`src/rtl/down_counter_sync_ld.sv`:
```
// rtl/down_counter_sync_ld.sv - loadable down counter with terminal-count pulse (option: DOWN_COUNTER_AUTORELOAD_EN)
module down_counter_sync_ld #(
   parameter int WIDTH = 4
) (
   input  logic             clk,
   input  logic             rst,
   input  logic             en,
   input  logic             load,
   input  logic [WIDTH-1:0] load_val,
   output logic [WIDTH-1:0] q,
   output logic             tc,
   output logic             busy
);

   typedef enum logic {IDLE = 1'b0, RUN = 1'b1} state_t;

   localparam logic [WIDTH-1:0] ZERO = '0;
   localparam logic [WIDTH-1:0] ONE  = {{(WIDTH-1){1'b0}}, 1'b1};

   state_t           state, state_nxt;
   logic [WIDTH-1:0] q_nxt;
   logic             tc_nxt;

`ifdef DOWN_COUNTER_AUTORELOAD_EN
   logic [WIDTH-1:0] rld, rld_nxt;

   // Reload register keeps the last loaded start value for periodic restarts
   always_ff @(posedge clk or posedge rst) begin
      if (rst) rld <= ZERO;
      else     rld <= rld_nxt;
   end
`endif

   // State, count and terminal-count registers
   always_ff @(posedge clk or posedge rst) begin
      if (rst) begin
         state <= IDLE;
         q     <= ZERO;
         tc    <= 1'b0;
      end else begin
         state <= state_nxt;
         q     <= q_nxt;
         tc    <= tc_nxt;
      end
   end

   // Next-state logic: load beats enable; tc is a one-cycle pulse on the 1->0 step
   always_comb begin
      state_nxt = state;
      q_nxt     = q;
      tc_nxt    = 1'b0;
`ifdef DOWN_COUNTER_AUTORELOAD_EN
      rld_nxt   = rld;
`endif
      if (load) begin
         q_nxt     = load_val;
`ifdef DOWN_COUNTER_AUTORELOAD_EN
         rld_nxt   = load_val;
`endif
         state_nxt = (load_val != ZERO) ? RUN : IDLE;
      end else if (state == RUN && en) begin
         if (q > ONE) begin
            q_nxt = q - ONE;
         end else if (q == ONE) begin
            q_nxt  = ZERO;
            tc_nxt = 1'b1;
`ifndef DOWN_COUNTER_AUTORELOAD_EN
            state_nxt = IDLE;
`endif
         end else begin
`ifdef DOWN_COUNTER_AUTORELOAD_EN
            q_nxt = rld;
`else
            // RUN at zero cannot occur in one-shot mode; park safely at zero
            state_nxt = IDLE;
`endif
         end
      end
   end

   assign busy = (state == RUN);

endmodule

```
`config.mk`:
```
export PLATFORM = sky130hd
export DESIGN_NAME = down_counter_sync_ld
export DESIGN_NICKNAME = d
export VERILOG_FILES = /design/src/rtl/down_counter_sync_ld.sv
export SDC_FILE = /design/constraint.sdc
export NUM_CORES = 1
export LEC_CHECK = 0
export CAP_MARGIN = 20
export CORE_AREA = 2 2 39 41
export CTS_CLUSTER_SIZE = 14
export DETAILED_ROUTE_END_ITERATION = 12
export DIE_AREA = 0 0 41 43
export HOLD_SLACK_MARGIN = 0.15
export MAX_ROUTING_LAYER = met4
export PLACE_DENSITY = 0.53
export REMOVE_ABC_BUFFERS = 1
export SLEW_MARGIN = 10
export SYNTH_ARGS = -nofsm -noshare
export SYNTH_HDL_FRONTEND = slang
export SYNTH_SLANG_ARGS = --single-unit
export TNS_END_PERCENT = 100
```
`constraint.sdc`:
```
create_clock -name clk -period 3.2 [get_ports clk]
set_clock_uncertainty 0.15 [all_clocks]
set_input_delay 0.64 -clock clk [delete_from_list [all_inputs] [get_ports clk]]
set_output_delay 0.64 -clock clk [all_outputs]
set_load 0.05 [all_outputs]
```
# Yosys cells after proc, flatten, opt, wreduce, memory -nomap -nowiden
# Index checks and enable logic that the tools add are counted.
dict set report totals {
  wordCells 25
  input_bits 8
  register_bits 6
}
dict set report op_classes {
  n_reduce_logical 6
  eq_ne 2
  muxes 12
  add_sub_neg 1
  order_cmp 1
}
# operator count
set op_table {}
lappend op_table {{$mux 4} 4}
lappend op_table {{$mux 1} 8}
lappend op_table {{$eq 4x1->1 const B} 1}
lappend op_table {{$gt 4x1->1 const B} 1}
lappend op_table {{$reduce_and 2->1} 2}
lappend op_table {{$reduce_bool 4->1} 1}
lappend op_table {{$sub 4x1->4 const B} 1}
lappend op_table {{$reduce_bool 3->1} 1}
lappend op_table {{$ne 2x2->1 const B} 1}
lappend op_table {{$reduce_bool 2->1} 1}
lappend op_table {{$logic_and 1x1->1} 1}

# Logic depth before layout (Yosys ltp)
# Gate-level depths: netlist of the first run.
dict set report logic_depth {
  word_depth 5
  mapped_depth 5
}

# Worst setup path after synthesis of the first run
# OpenSTA, ideal clock, no wires.
dict set report synth_timing {
  path_kind {register to register}
  start {register q[0]}
  end {register q[0]}
  arrival_time_ps 1681
  required_ps 2968
  path_slack_ps 1287
  path_stages_with_launch 6
  synth_period_minus_slack_ps 1913
  cell_sequence {dfrtp_1 -> inv_1 -> ha_1 -> or2_1 -> a211o_1 -> a31oi_1}
}
dict set report synth_via {
  elab_chain_len 4
}
# element line
set synth_lines {}
lappend synth_lines {{from (decl)} 10} ;# output logic [WIDTH-1:0] q,
lappend synth_lines {{from (signal assigned)} 42} ;# q <= q_nxt;
lappend synth_lines {{$sub 4x1->4 / $gt 4x1->1 (equally long branches)} {63, 62}}
lappend synth_lines {{$mux 4} 62} ;# if (q > ONE) begin
lappend synth_lines {{$mux 4} 61} ;# end else if (state == RUN && en) begin
lappend synth_lines {{$mux 4} 55} ;# if (load) begin
# Parallel ways exist; a longest one is shown, timed or not. The select of a mux whose other input is x is not followed.
# A chain may end at the register's enable or synchronous reset.

# Worst setup path after layout of the first run
dict set report layout_timing {
  start {register q[0]}
  end {output port q[0]}
}
# No word-level cell between the ends.

==> flow_metrics.env, run 1 <==
export IMPL_ys_seq_elements=6
export IMPL_tns_ns=0
export IMPL_syn_instance_count=41
export IMPL_muxShareOfSynthArea=0.0266
export IMPL_cp_max_fo=7
export IMPL_rows=14
export IMPL_dr_first_iter_drc_count=9
export IMPL_p_per_area_nw_per_um2=456
export IMPL_diodes=0
export IMPL_cts_sinks=6
export IMPL_vias=353
export IMPL_overflow=0
export IMPL_yosysMostFrequentCell="dfrtp_1"
export IMPL_yosysTopAreaCell="dfrtp_1"
export IMPL_whs_ns=0.456
export IMPL_period_needed_ns=2.32
export IMPL_slew_violations=0
export IMPL_synth_ff_type="dfrtp_1"
export IMPL_dieWidth_um=41
export IMPL_drive_gt1_frac=0.0714
export IMPL_crit_path_end_kind="primary output"
export IMPL_synthAdderAreaFrac=0.0664
export IMPL_critPathBufInv=1
export IMPL_die_area_um2=1760
export IMPL_setup_violations=0
export IMPL_ys_warn_count=0
export IMPL_path_class="flip-flop to primary output"
export IMPL_numCtsBuffers=3
export IMPL_dr_pass1_iters=4
export IMPL_synth_compound_area_frac=0.243
export IMPL_postLayoutCoreUtil=0.394
export IMPL_grt_pass1_vias=333
export IMPL_ys_types=24
export IMPL_avgRoutedWirePerCell_um=11.3
export IMPL_core_area_um2=1380
export IMPL_clock_path_buffers=2
export IMPL_postCtsSetupBuffers=0
export IMPL_slowest_delay_ns=0.84
export IMPL_antenna_found_initial=0
export IMPL_post_cts_resized=0
export IMPL_hold_viol=0
export IMPL_chipHeight_um=43
export IMPL_crit_chain="clkdlybuf4s50_1"
export IMPL_drv_cap=0
export IMPL_setup_ws_ns=0.884
export IMPL_slowest_stage="clkdlybuf4s50_1"
export IMPL_cp_start_kind="flip-flop"
export IMPL_rsz0062_at_grt="false"
export IMPL_max_freq_ghz=0.432
export IMPL_slew_headroom=0.673
export IMPL_dpl_worst_slack_ns=1.14
export IMPL_synth_area_leaders="dfrtp_1, ha_1, inv_1"
export IMPL_nNetsFinal=68
export IMPL_drt_total_wl_um=813
export IMPL_ctsHoldBuffers=0
export IMPL_period_share=0.724
export IMPL_power_leakage_nw=0.238
export IMPL_required_ns=2.41
export IMPL_grt_max_degree=11
export IMPL_grt_pass1_wl_um=1340
export IMPL_root_buffer="clkbuf_4"
export IMPL_port_buffer_count=13
export IMPL_arrival_ns=1.53
export IMPL_synth_top_area_frac=0.399
export IMPL_synth_common_cells="dfrtp_1, inv_1, nand2_1, nor2_1"
export IMPL_routabilityCongestion=0.727
export IMPL_ir_worst_vdd_v=0.000144
export IMPL_antenna_left=0
export IMPL_synthXorXnorAreaFrac=0
export IMPL_synth_edf_count=0
export IMPL_yosysSeqAreaShare=0.399
export IMPL_worst_slew_pin_slew_ns=0.489
export IMPL_avgSynthCellArea_um2=9.19
export IMPL_dp_final_hpwl_um=633
export IMPL_synth_top_family_by_area="compound AO/OA/AOI/OAI gates"
export IMPL_outcome="completed"
export IMPL_async_reset_ff_frac=1.00
export IMPL_grt_use_total=0.120
export IMPL_synthToLayoutAreaGrowth_pct=44.9
export IMPL_start_util=0.272
export IMPL_cts_tree="done"
export IMPL_clk_pin_slew_ns=0.05
export IMPL_h_tree_depth=1
export IMPL_hp_class="primary input to async pin"
export IMPL_drc=0
export IMPL_viasPerCell=4.90
export IMPL_clk_latency_ns=0.24
export IMPL_num_io_pins=14
export IMPL_synthSimpleGateAreaFrac=0.206
export IMPL_crit_family="buffers and inverters"
export IMPL_netlist_area_um2=377
[cells in the final DEF (no fill, tap or decap), types with 2 or more instances in the layout]
cell,Yosys,layout
clkbuf_4,0,3
clkdlybuf4s50_1,0,13
dfrtp_1,6,6
ha_1,2,2
inv_1,5,5
nand2_1,3,3
nor2_1,3,3
nor2b_1,2,2
o21ai_0,2,2
o41ai_1,2,2
[per-stage QoR]
step / std cells / cell area (µm²) / total power (W)
finish: 72 / 546 / 0.000249
floorplan: 40 / 373 / 0.000148
detailed placement: 69 / 523 / 0.000182
global route: 72 / 546 / 0.000267
global placement: 69 / 523 / 0.000182
CTS: 72 / 546 / 0.000252
[cells by family (layout without fill, tap and decap cells)]
kind of cell    count (synthesis)  after routing
compound gates                 12             12
fa+ha+maj                       2              2
buf+inv                         6             21
flops                           6              6
mux                             1              1
simple gates                   14             14
[layout make-up]
class	instances	area, µm²
multi-input combinational	29	204
timing repair buffer	13	130
tap	16	20.0
fill	147	838
sequential	6	150
inverter	5	18.8
clock buffer	3	22.5
[where the power goes]
group / internal (W) / switching [W]
logic: 0.0000360 / 0.0000503
registers: 0.0000832 / 0.0000107
clock network: 0.0000423 / 0.0000262
total: 0.000161 / 0.0000872
[sequential cells by signal, summed over array words and instances, names as in the netlist]
name and flops:
busy 1, tc 1, q 4
[path summary, 6_finish.rpt]
check | endpoint | start | depth (start not counted) | slack, ns
min in group clk | q[3] | q[3] | 2 | 0.47
worst max-delay path | q[0] | q[0] | 1 | 0.88
worst max register to register | q[0] | q[0] | 5 | 1.47
worst min-delay path | busy | rst | 2 | 0.46
worst min register to register | q[3] | q[3] | 2 | 0.47
max in group asynchronous | q[3] | rst | 2 | 2.25
[per-layer routing]
metal | up-vias | wire length, µm | global-route usage
met1 | 153 | 402 | 0.142
met3 | 0 | 47 | 0.0157
li1 | 183 | - | -
met5 | - | 0 | -
met2 | 17 | 363 | 0.163
met4 | 0 | 0 | 0.120
Power figures use the tool's default switching activity.
==> run 2: changes to the inputs <==
--- a/config.mk
+++ b/config.mk
@@ -12,7 +12,7 @@
 export DIE_AREA = 0 0 41 43
 export HOLD_SLACK_MARGIN = 0.15
 export MAX_ROUTING_LAYER = met4
-export PLACE_DENSITY = 0.53
+export PLACE_DENSITY = 0.55
 export REMOVE_ABC_BUFFERS = 1
 export SLEW_MARGIN = 10
 export SYNTH_ARGS = -nofsm -noshare
==> constraint.sdc (replaced) <==
create_clock -name clk -period 1.9 [get_ports clk]
set_clock_uncertainty 0.15 [all_clocks]
set_input_delay 0.38 -clock clk [delete_from_list [all_inputs] [get_ports clk]]
set_output_delay 0.38 -clock clk [all_outputs]
set_load 0.05 [all_outputs]
==> run 2 against run 1 <==
  * Worst hold slack got worse by 0.26 ns
  * Non-clock buffer count rose by 1
  * Cell area rose by 0.92%
  * Total power rose by 69%
  * Clock power is 64% higher
  * Combinational power up 76%
  * Setup slack worse by 0.67 ns
==> flow_metrics.env, run 2 (synthesis gave the netlist of run 1 again) <==
export IMPL_port_buffer_count=13
export IMPL_vias=358
export IMPL_cp_max_fo=4
export IMPL_clk_pin_slew_ns=0.04
export IMPL_power_leakage_nw=0.253
export IMPL_total_power_w=0.000421
export IMPL_start_util=0.272
export IMPL_slew_headroom=0.764
export IMPL_arrival_ns=1.70
export IMPL_period_needed_ns=1.69
export IMPL_antenna_found_initial=0
export IMPL_worst_slew_pin_slew_ns=0.349
export IMPL_postLayoutCoreUtil=0.398
export IMPL_combPwrFrac=0.360
export IMPL_core_area_um2=1380
export IMPL_rsz0062_at_grt="false"
export IMPL_p_int_w=0.000276
export IMPL_crit_chain="inv_1 > ha_1 > or2_1 > a211o_1 > a31oi_1"
export IMPL_rows=14
export IMPL_drive_gt1_frac=0.193
export IMPL_post_cts_resized=0
export IMPL_postCtsSetupBuffers=0
export IMPL_grt_pass1_wl_um=1320
export IMPL_period_share=0.890
export IMPL_p_sw_w=0.000145
export IMPL_chipHeight_um=43
export IMPL_path_class="flip-flop to flip-flop"
export IMPL_max_freq_ghz=0.591
export IMPL_setup_violations=0
export IMPL_slew_violations=0
export IMPL_numCtsBuffers=3
export IMPL_avgRoutedWirePerCell_um=10.9
export IMPL_crit_path_end_kind="flip-flop"
export IMPL_die_area_um2=1760
export IMPL_drv_cap=0
export IMPL_critPathBufInv=1
export IMPL_cts_sinks=6
export IMPL_slowest_delay_ns=0.43
export IMPL_dr_pass1_iters=4
export IMPL_h_tree_depth=1
export IMPL_diodes=0
export IMPL_cp_start_kind="flip-flop"
export IMPL_cp_depth=5
export IMPL_overflow=0
export IMPL_grt_pass1_vias=336
export IMPL_clock_path_buffers=2
export IMPL_swShare=0.344
export IMPL_grt_max_degree=11
export IMPL_crit_family="compound AO/OA/AOI/OAI gates"
export IMPL_required_ns=1.91
export IMPL_num_io_pins=14
export IMPL_p_per_area_nw_per_um2=765
export IMPL_dr_first_iter_drc_count=6
export IMPL_top_register="q"
export IMPL_antenna_left=0
export IMPL_root_buffer="clkbuf_4"
export IMPL_outcome="completed"
export IMPL_synthToLayoutAreaGrowth_pct=46.2
export IMPL_hp_class="primary input to async pin"
export IMPL_worstRegToRegCells=5
export IMPL_most_common_layout_cells="clkdlybuf4s50_1, dfrtp_1, buf_4"
export IMPL_viasPerCell=4.90
export IMPL_clkPwrFrac=0.266
export IMPL_grt_use_total=0.117
export IMPL_largest_reg_flops=4
export IMPL_nNetsFinal=69
export IMPL_p_seq_frac=0.374
export IMPL_slowest_stage="dfrtp_1"
export IMPL_ctsHoldBuffers=0
export IMPL_routabilityCongestion=0.698
export IMPL_ir_worst_vdd_v=0.000253
export IMPL_drt_total_wl_um=794
export IMPL_drc=0
export IMPL_cts_tree="done"
export IMPL_dp_final_hpwl_um=655
export IMPL_dieWidth_um=41
export IMPL_clk_latency_ns=0.24
export IMPL_hold_viol=0
export IMPL_final_common_cell="clkdlybuf4s50_1"
run 2: cell types whose count changed in the layout (fill, tap and decap cells not counted), sizes merged:
cell / before / now
buf: 0 / 7
clkdlybuf4s50: 13 / 7
run 2: metal layers:
layer	up-vias	part of all wire	track usage
li1	185	-	-
met1	158	0.43	0.134
met2	15	0.47	0.169
met3	0	0.10	0.0471
met4	0	0	0.0600
met5	-	0	-
run 2: area by class of cell:
type	instances	area [µm²]
Tap cell	16	20.0
Clock buffer	3	22.5
Timing Repair Buffer	14	135
Inverter	5	18.8
Sequential cell	6	150
Multi-Input combinational cell	29	204
Fill cell	144	833
run 2: power by group through the flow:
stage          Clock (W)  Combinational [W]  Sequential [W]
2_1_floorplan          0          0.0000510        0.000198
3_3_place_gp           0           0.000154        0.000160
3_5_place_dp           0           0.000152        0.000160
4_1_cts         0.000117           0.000153        0.000158
5_1_grt         0.000128           0.000166        0.000160
6_report        0.000112           0.000152        0.000158
run 2: through the flow:
step | TNS (ns) | hold slack [ns] | cells | setup slack, ns | cell area (µm²)
2_1_floorplan | -0.0156 | 0.0210 | 40 | -0.0132 | 373
3_3_place_gp | 0 | 0.458 | 70 | 0.127 | 528
3_5_place_dp | 0 | 0.460 | 70 | 0.116 | 528
4_1_cts | 0 | 0.205 | 73 | 0.190 | 551
5_1_grt | 0 | 0.231 | 73 | 0.0699 | 551
6_report | 0 | 0.201 | 73 | 0.209 | 551
run 2: path summary, 6_finish.rpt:
| check | from | to | slack [ns] |
|---|---|---|---|
| max | q[0] | q[0] | 0.21 |
| min | rst | busy | 0.20 |
| max reg2reg | q[0] | q[0] | 0.21 |
| min reg2reg | q[3] | q[3] | 0.46 |
| max in group asynchronous | rst | q[2] | 1.22 |
| min in group clk | q[3] | q[3] | 0.46 |
